<file path="src/rtl/msrv32_instr_fetch.sv">
// msrv32_instr_fetch: MSRV32 instruction fetch stage.
// Owns the PC and issues one outstanding word request at a time over a
// req/gnt/rvalid handshake. Returned words are buffered with their PCs in a
// DEPTH-entry FIFO that feeds the instruction mux. A flush redirects the PC,
// clears the FIFO, and discards any response still in flight.
// Optional feature macro: MSRV32_FETCH_ALIGN_CHECK_EN (misaligned redirect pulse).
module msrv32_instr_fetch #(
  parameter logic [31:0] BOOT_ADDR = 32'h0000_0000,
  parameter int unsigned DEPTH     = 2
) (
  input  logic        ms_riscv32_mp_clk_in,
  input  logic        ms_riscv32_mp_rst_in,
  input  logic        flush_in,
  input  logic [31:0] redirect_pc_in,
  input  logic        stall_in,
  output logic        imem_req_out,
  output logic [31:0] imem_addr_out,
  input  logic        imem_gnt_in,
  input  logic        imem_rvalid_in,
  input  logic [31:0] imem_rdata_in,
  output logic        instr_valid_out,
  output logic [31:0] instr_out,
  output logic [31:0] pc_out,
  output logic        misaligned_out
);

  localparam int unsigned PW = (DEPTH > 1) ? $clog2(DEPTH) : 1;
  localparam int unsigned CW = $clog2(DEPTH + 1);
  localparam logic [31:0] NOP = 32'h0000_0013;

  typedef enum logic [1:0] {FETCH, WAIT, DISCARD} state_t;

  state_t         state_q, state_d;
  logic [31:0]    pc_q, pc_d;
  logic [31:0]    ret_pc_q, ret_pc_d;
  logic [CW-1:0]  cnt_q, cnt_d;
  logic [PW-1:0]  rd_q, rd_d;
  logic [PW-1:0]  wr_q, wr_d;
  logic [31:0]    fifo_pc_q  [DEPTH];
  logic [31:0]    fifo_ins_q [DEPTH];

  logic handshake;
  logic push;
  logic pop;
  logic outstanding;

  // Wrap a FIFO pointer at DEPTH-1 so non-power-of-two depths work.
  function automatic logic [PW-1:0] ptr_next(input logic [PW-1:0] p);
    return (p == PW'(DEPTH - 1)) ? '0 : p + PW'(1);
  endfunction

  assign imem_req_out    = (state_q == FETCH) && (cnt_q < CW'(DEPTH)) && !ms_riscv32_mp_rst_in;
  assign imem_addr_out   = pc_q;
  assign instr_valid_out = (cnt_q != '0);
  assign instr_out       = instr_valid_out ? fifo_ins_q[rd_q] : NOP;
  assign pc_out          = instr_valid_out ? fifo_pc_q[rd_q]  : '0;

  assign handshake   = imem_req_out && imem_gnt_in;
  // A request remains outstanding past this cycle unless its response arrives now.
  assign outstanding = ((state_q == WAIT) && !imem_rvalid_in) || handshake ||
                       ((state_q == DISCARD) && !imem_rvalid_in);

  // Next-state logic: FSM, PC, FIFO bookkeeping; flush overrides everything.
  always_comb begin
    state_d  = state_q;
    pc_d     = pc_q;
    ret_pc_d = ret_pc_q;
    cnt_d    = cnt_q;
    rd_d     = rd_q;
    wr_d     = wr_q;
    push     = 1'b0;
    pop      = instr_valid_out && !stall_in;

    case (state_q)
      FETCH: begin
        if (handshake) begin
          pc_d     = pc_q + 32'd4;
          ret_pc_d = pc_q;
          state_d  = WAIT;
        end
      end
      WAIT: begin
        if (imem_rvalid_in) begin
          push    = 1'b1;
          state_d = FETCH;
        end
      end
      DISCARD: begin
        if (imem_rvalid_in) state_d = FETCH;
      end
      default: state_d = FETCH;
    endcase

    if (flush_in) begin
      push    = 1'b0;
      pop     = 1'b0;
      cnt_d   = '0;
      rd_d    = '0;
      wr_d    = '0;
      pc_d    = {redirect_pc_in[31:2], 2'b00};
      state_d = outstanding ? DISCARD : FETCH;
    end else begin
      if (push) wr_d = ptr_next(wr_q);
      if (pop)  rd_d = ptr_next(rd_q);
      case ({push, pop})
        2'b10:   cnt_d = cnt_q + CW'(1);
        2'b01:   cnt_d = cnt_q - CW'(1);
        default: cnt_d = cnt_q;
      endcase
    end
  end

  // Control state registers with synchronous reset.
  always_ff @(posedge ms_riscv32_mp_clk_in) begin
    if (ms_riscv32_mp_rst_in) begin
      state_q  <= FETCH;
      pc_q     <= BOOT_ADDR;
      ret_pc_q <= '0;
      cnt_q    <= '0;
      rd_q     <= '0;
      wr_q     <= '0;
    end else begin
      state_q  <= state_d;
      pc_q     <= pc_d;
      ret_pc_q <= ret_pc_d;
      cnt_q    <= cnt_d;
      rd_q     <= rd_d;
      wr_q     <= wr_d;
    end
  end

  // FIFO storage; contents are qualified by the count, so no reset needed.
  always_ff @(posedge ms_riscv32_mp_clk_in) begin
    if (push && !flush_in && !ms_riscv32_mp_rst_in) begin
      fifo_pc_q[wr_q]  <= ret_pc_q;
      fifo_ins_q[wr_q] <= imem_rdata_in;
    end
  end

`ifdef MSRV32_FETCH_ALIGN_CHECK_EN
  logic mis_q;

  // One-cycle pulse after a flush to a non-word-aligned target.
  always_ff @(posedge ms_riscv32_mp_clk_in) begin
    if (ms_riscv32_mp_rst_in) mis_q <= 1'b0;
    else                      mis_q <= flush_in && (redirect_pc_in[1:0] != 2'b00);
  end

  assign misaligned_out = mis_q;
`else
  logic unused_redirect_lsb;
  assign unused_redirect_lsb = ^redirect_pc_in[1:0];
  assign misaligned_out      = 1'b0;
`endif

endmodule
</file>
<file path="config.mk">
export PLATFORM = sky130hd
export DESIGN_NAME = msrv32_instr_fetch
export DESIGN_NICKNAME = d
export VERILOG_FILES = /design/src/rtl/msrv32_instr_fetch.sv
export SDC_FILE = /design/constraint.sdc
export NUM_CORES = 1
export LEC_CHECK = 0
export BUFFER_PORTS_ARGS = -buffer_cell sky130_fd_sc_hd__buf_2
export CAP_MARGIN = 15
export CORE_MARGIN = 2
export CORE_UTILIZATION = 40
export CTS_CLUSTER_DIAMETER = 150
export DETAILED_ROUTE_END_ITERATION = 16
export GPL_ROUTABILITY_DRIVEN = 0
export SLEW_MARGIN = 20
export SYNTH_ARGS = -nofsm -noshare
export SYNTH_HDL_FRONTEND = slang
export SYNTH_SLANG_ARGS = --single-unit
</file>
<file path="constraint.sdc">
create_clock -name ms_riscv32_mp_clk_in -period 6.7 [get_ports ms_riscv32_mp_clk_in]
set_input_delay 0.67 -clock ms_riscv32_mp_clk_in [delete_from_list [all_inputs] [get_ports ms_riscv32_mp_clk_in]]
set_output_delay 0.67 -clock ms_riscv32_mp_clk_in [all_outputs]
set_load 0.02 [all_outputs]
</file>
# [After elaboration in Yosys (flattened, before gate mapping)]
# Memory sizes are Yosys's and may differ from the RTL's. A register that Yosys moved wholly into a read port is not among the register bits.
# Index checks and enable logic that the tools add are counted.
# Widths: inputs -> output; s select.
[op_classes] n_eq_ne=6 n_addsub=5 mux=22 order_cmp=1 reduce_logical=24
[op_table] cell="$mux 32" count=5
[op_table] cell="$add 32x3->32 const B" count=1
[op_table] cell="$mux 1" count=11
[op_table] cell="$logic_and 1x1->1" count=8
[op_table] cell="$mux 2" count=4
[op_table] cell="$pmux 2 s2" count=2
[op_table] cell="$reduce_bool 2->1" count=4
[op_table] cell="$reduce_and 2->1" count=3
[op_table] cell="$eq 2x1->1 const B" count=2
[op_table] cell="$eq 2x2->1 const B" count=2
[op_table] cell="$logic_not 1->1" count=4
[op_table] cell="$reduce_or 2->1" count=2
[op_table] cell="$ne 3x1->1 const B" count=1
[op_table] cell="$ne 3x3->1 const B" count=1
[op_table] cell="$add 1x1->1 const B" count=2
[op_table] cell="$add 2x1->2 const B" count=1
[op_table] cell="$logic_not 2->1" count=1
[op_table] cell="$logic_or 1x1->1" count=2
[op_table] cell="$lt 2x2->1 const B" count=1
[op_table] cell="$sub 2x1->2 const B" count=1
[word_totals] out_inout_bits=99 mem_bits_rw=128 n_memories=2 ff_bits=70 inputBits=70
[mem_list] name="fifo_ins_q" depth=2 word_bits=32 read_ports=1 rd_clocked_by_memory_dff=1 wr=1 line="40" source="logic [31:0] fifo_ins_q [DEPTH];"
[mem_list] name="fifo_pc_q" depth=2 word_bits=32 read_ports=1 rd_clocked_by_memory_dff=1 wr=1 line="39" source="logic [31:0] fifo_pc_q [DEPTH];"

# [Longest topological paths before layout]
[logic_depth] ltp_word=8 ltp_mapped=8 ltp_nobuf=7

# [Worst setup path before layout]
# Ideal clock, no wire load.
[synth_path] path_kind="input to register" startpoint="input port flush_in" endpoint="memory fifo_ins_q[0][0] (enable)" arrival_ps=5534 path_slack_ps=608 t_required_ps=6142 cell_stages=4 path_buffers=2 cell_sequence="clkbuf_1 or2_2 clkbuf_1 nor3_1"
[synth_via] elab_chain_len=5 word_cells_on_any_way=6 cone_classes="mux (3); reduce/logical (3)"
[synth_rtl] item="start: declaration" line="13" source="input logic flush_in,"
[synth_rtl] item="$mux 1 or $logic_not 1->1 (tied branches)" line="94, 134"
[synth_rtl] item="$logic_and 1x1->1 * (2 in series)" line="134" source="if (push && !flush_in && !ms_riscv32_mp_rst_in) begin"
[synth_rtl] item="$mux 1 *" line="134"
[synth_rtl] item="$mux 1 (not written as such) *" line="136" source="fifo_ins_q[wr_q] <= imem_rdata_in;"
[synth_rtl] item="end: declaration" line="40"
# Mark *: on every way between the ends. The rest lies on a longest branch, timed or not.

# [Worst setup path after layout]
[layout_path] startpoint="input port ms_riscv32_mp_rst_in" endpoint="memory fifo_ins_q[1][0] (enable)"
[layout_via] elab_chain_len=4
[layout_rtl] item="start: declaration" line="12" source="input logic ms_riscv32_mp_rst_in,"
[layout_rtl] item="$logic_not 1->1" line="134"
[layout_rtl] item="$logic_and 1x1->1" line="134"
[layout_rtl] item="$mux 1" line="134"
[layout_rtl] item="$mux 1 (not written as such)" line="136"
# No other way between the ends.

==> summary.txt <==
Status
  – Status: finished clean

Setup path
  – R2r startpoint: state_q[1]
  – Startpoint types: primary input
  – R2R Setup Slk: ~4 ns
  – Worst EP required: 6.74 ns
  – Reg2reg path depth: 5
  – Crit-path max FO: a little over 70
  – Crit Path Class: primary input to flip-flop
  – CP endpoint kind: flip-flop
  – FF-to-FF End: fifo_ins_q[1][0]
  – Crit path DAT: ~3.1 ns

Route
  – Avg WL per Cell: ~16 um
  – Vias: ~5400
  – Met3 WL post-DR: approximately 1100 um
  – Antenna viol nets, final: 0
  – Drt first pass iters: 4
  – Drt drc: 0
  – Iter 0 DRT Violations: 330
  – Routed vias/inst: between 4 and 5
  – Total Wirelength: around 17000 um
  – Max layer used: met4
  – M1 WL: 8450 um
  – Met2 Routed Length: between 7000 and 8000 um

Timing
  – Final period utilization: a little under half
  – Unrepaired setup endpoints after global routing: false
  – Fin. max-slew vios: 0
  – Setup_tns: 0 ns
  – Final hold violation count: 0
  – Clock skew: between 0.01 and 0.015 ns
  – Final Critical Period: ~3.0 ns
  – Worst setup margin: roughly 3.7 ns
  – Slew margin rel.: a little over a third
  – Fmax: 0.3314 GHz
  – Hold_ws: about 0.45 ns
  – Setup Viol. Count Final: 0
  – Slew @ Worst Pin: approximately 0.95 ns

Placement
  – Hpwl dp: about 11000 um
  – DP Worst Slack: 3.166 ns
  – Port bufs: around 160

CTS
  – Clock slew at reported path FFs: roughly 0.070 ns
  – CTS tree: yes
  – Clk Latency, worst-skew pair: 0.42 ns
  – Post-CTS sizing: 0
  – Clock sinks: 191
  – Clock Tree Buf Depth: 2
  – Htree depth: 4
  – Root Buffer Master: clkbuf_16
  – CTS buffer count: 17
  – Post-CTS Hold Buffers: 0
  – Setup Buffers After CTS: 0

GRT
  – Initial antenna violation count: 0
  – Gr usage total: 16.68%
  – Vias in the first global route: roughly 5100
  – Largest net degree at the start of global routing: 72
  – Gr ovfl total: 0
  – First-pass GRT wire length: approximately 27000 um

Cells and area
  – P&R area growth vs syn: 20.52%
  – Multi-input gate area: 2615 sq um
  – Final #Nets: around 900
  – Fillers: roughly 1800
  – Sequential cell area: 5069 sq um
  – Layout cell share with drive strength beyond 1: 25.09%
  – Antenna cell count: 0

Logic synthesis
  – Synth cell types: between 40 and 50
  – Yosys reg bits: 191
  – Asr flop ratio synth: 0%
  – Register area share after synthesis: 64.23%
  – Synth Instances: between 600 and 700
  – Post-Syn Area per Cell: about 12 sq um
  – Synth Cell Area: a little under 8000 sq um
  – Predominant post-synthesis flop cell: edfxtp_1
  – Yosys warning count: 0
  – EDFF count, synth: 124

Run
  – Maxcap violations: 0

Worst hold path
  – Sink of the worst hold path: fifo_ins_q[1][20]
  – Hold path startpoint: imem_rdata_in[20]
  – Hold depth: 1
  – Hold Path Class: primary input to flip-flop

Floorplanning
  – Num ports: ~170
  – Initial Util: between 40% and 50%
  – Site Rows: 51
  – Die Span X: around 140 um
  – Core area: just under 20000 sq um
  – Total die area: about 21000 sq um
  – Die H: about 140 um

Power and ir drop
  – Max VDD drop: 0.1736 mV
  – Pwr Density: around 250 nW/um^2
  – Pleak: approximately 3.5 nW
-- final cells by class --
type,count,area share [%]
repair buffers,168,9.243
inverters,10,0.3950
clock inverters,13,1.356
well taps,265,3.489
flip-flops and latches,191,53.34
clock buffers,19,4.661
multi-input cells,432,27.52
-- critical path, stage by stage --
cell and delay (ns):
buf_2 0.09, buf_4 0.32, or2_2 0.46, nor3_2 0.74
buf_4 0.69
-- state kept, by name, indices dropped and copies added (netlist names), named ones only --
signal / cells
state_q: 2
rd_q: 1
ret_pc_q: 30
imem_addr_out: 30
fifo_pc_q: 60
fifo_ins_q: 64
cnt_q: 2
wr_q: 1
-- metal layers --
metal	global-route usage, %	vias to the layer above
met4	5.008	0
met3	3.642	13
met1	24.00	2535
met2	25.34	161
li1	-	2734
met5	0	-
-- cells in the final DEF (no fill, tap or decap), types with 4 or more instances in the layout --
master	instances
a311oi_1	14
o21ai_0	11
nand3_1	13
xnor2_1	13
or4_1	12
o31ai_1	7
ha_1	5
and3_1	4
nor3b_1	4
nand4_1	6
edfxtp_1	124
buf_4	6
a211oi_1	10
nor2_1	92
and4_1	4
inv_6	4
mux2i_1	62
or3_1	12
nand2_1	84
nor4_1	8
clkbuf_16	17
a21oi_1	37
buf_2	161
inv_1	9
conb_1	5
dfxtp_1	66
-- cells in the mapped netlist (9+ instances only) --
library cell	n	area, sq um
edfxtp_1	124	3724
nor2_1	93	349.1
nand2_1	84	315.3
dfxtp_1	67	1341
mux2i_1	62	620.6
a21oi_1	37	185.2
clkbuf_1	30	112.6
a311oi_1	14	122.6
nand3_1	13	65.06
xnor2_1	13	113.9
buf_1	12	45.04
or3_1	12	75.07
or4_1	12	90.09
o21ai_0	11	55.05
a211oi_1	10	75.07
inv_1	9	33.78
-- through the flow --
step	area, sq um	std cells	power [mW]	utilization, %
global route	9503	1098	2.513	48.99
CTS	9475	1097	2.445	48.85
detailed placement	8904	1065	1.474	45.90
floorplan	7900	681	1.412	-
global placement	8904	1065	1.472	45.90
finish	9503	1098	2.421	48.99
-- logic make-up after synthesis --
logic type / after synthesis / share of synthesized area (%)
other: 1 / 0.04756
adders and majority gates: 5 / 0.7934
and+or+nand+nor: 256 / 15.11
DFF: 191 / 64.23
buffers and inverters: 58 / 3.015
xor gates and xnor gates: 15 / 1.666
muxes: 62 / 7.871
AOI/OAI and AO/OA: 89 / 7.268
-- how the worst max path moves through the flow --
stage | startpoint | end | depth (start not counted) | slack, ns
6_report | ms_riscv32_mp_rst_in | fifo_ins_q[1][0] | 5 | 3.68
4_1_cts | ms_riscv32_mp_rst_in | fifo_ins_q[1][2] | 5 | 3.62
3_3_place_gp | ms_riscv32_mp_rst_in | fifo_ins_q[1][7] | 5 | 3.17
2_1_floorplan | flush_in | fifo_ins_q[0][0] | 4 | 0.61
5_1_grt | ms_riscv32_mp_rst_in | fifo_ins_q[1][14] | 5 | 3.51
3_5_place_dp | ms_riscv32_mp_rst_in | fifo_ins_q[1][7] | 5 | 3.17
-- power by group --
group	switching (mW)	internal [mW]	leakage [nW]	total [mW]
logic	0.0881	0.0526	1.49	0.141
clock network	0.441	0.533	0.283	0.973
registers	0.0339	1.27	1.69	1.31
No activity file was read; power rests on OpenSTA's default activity.
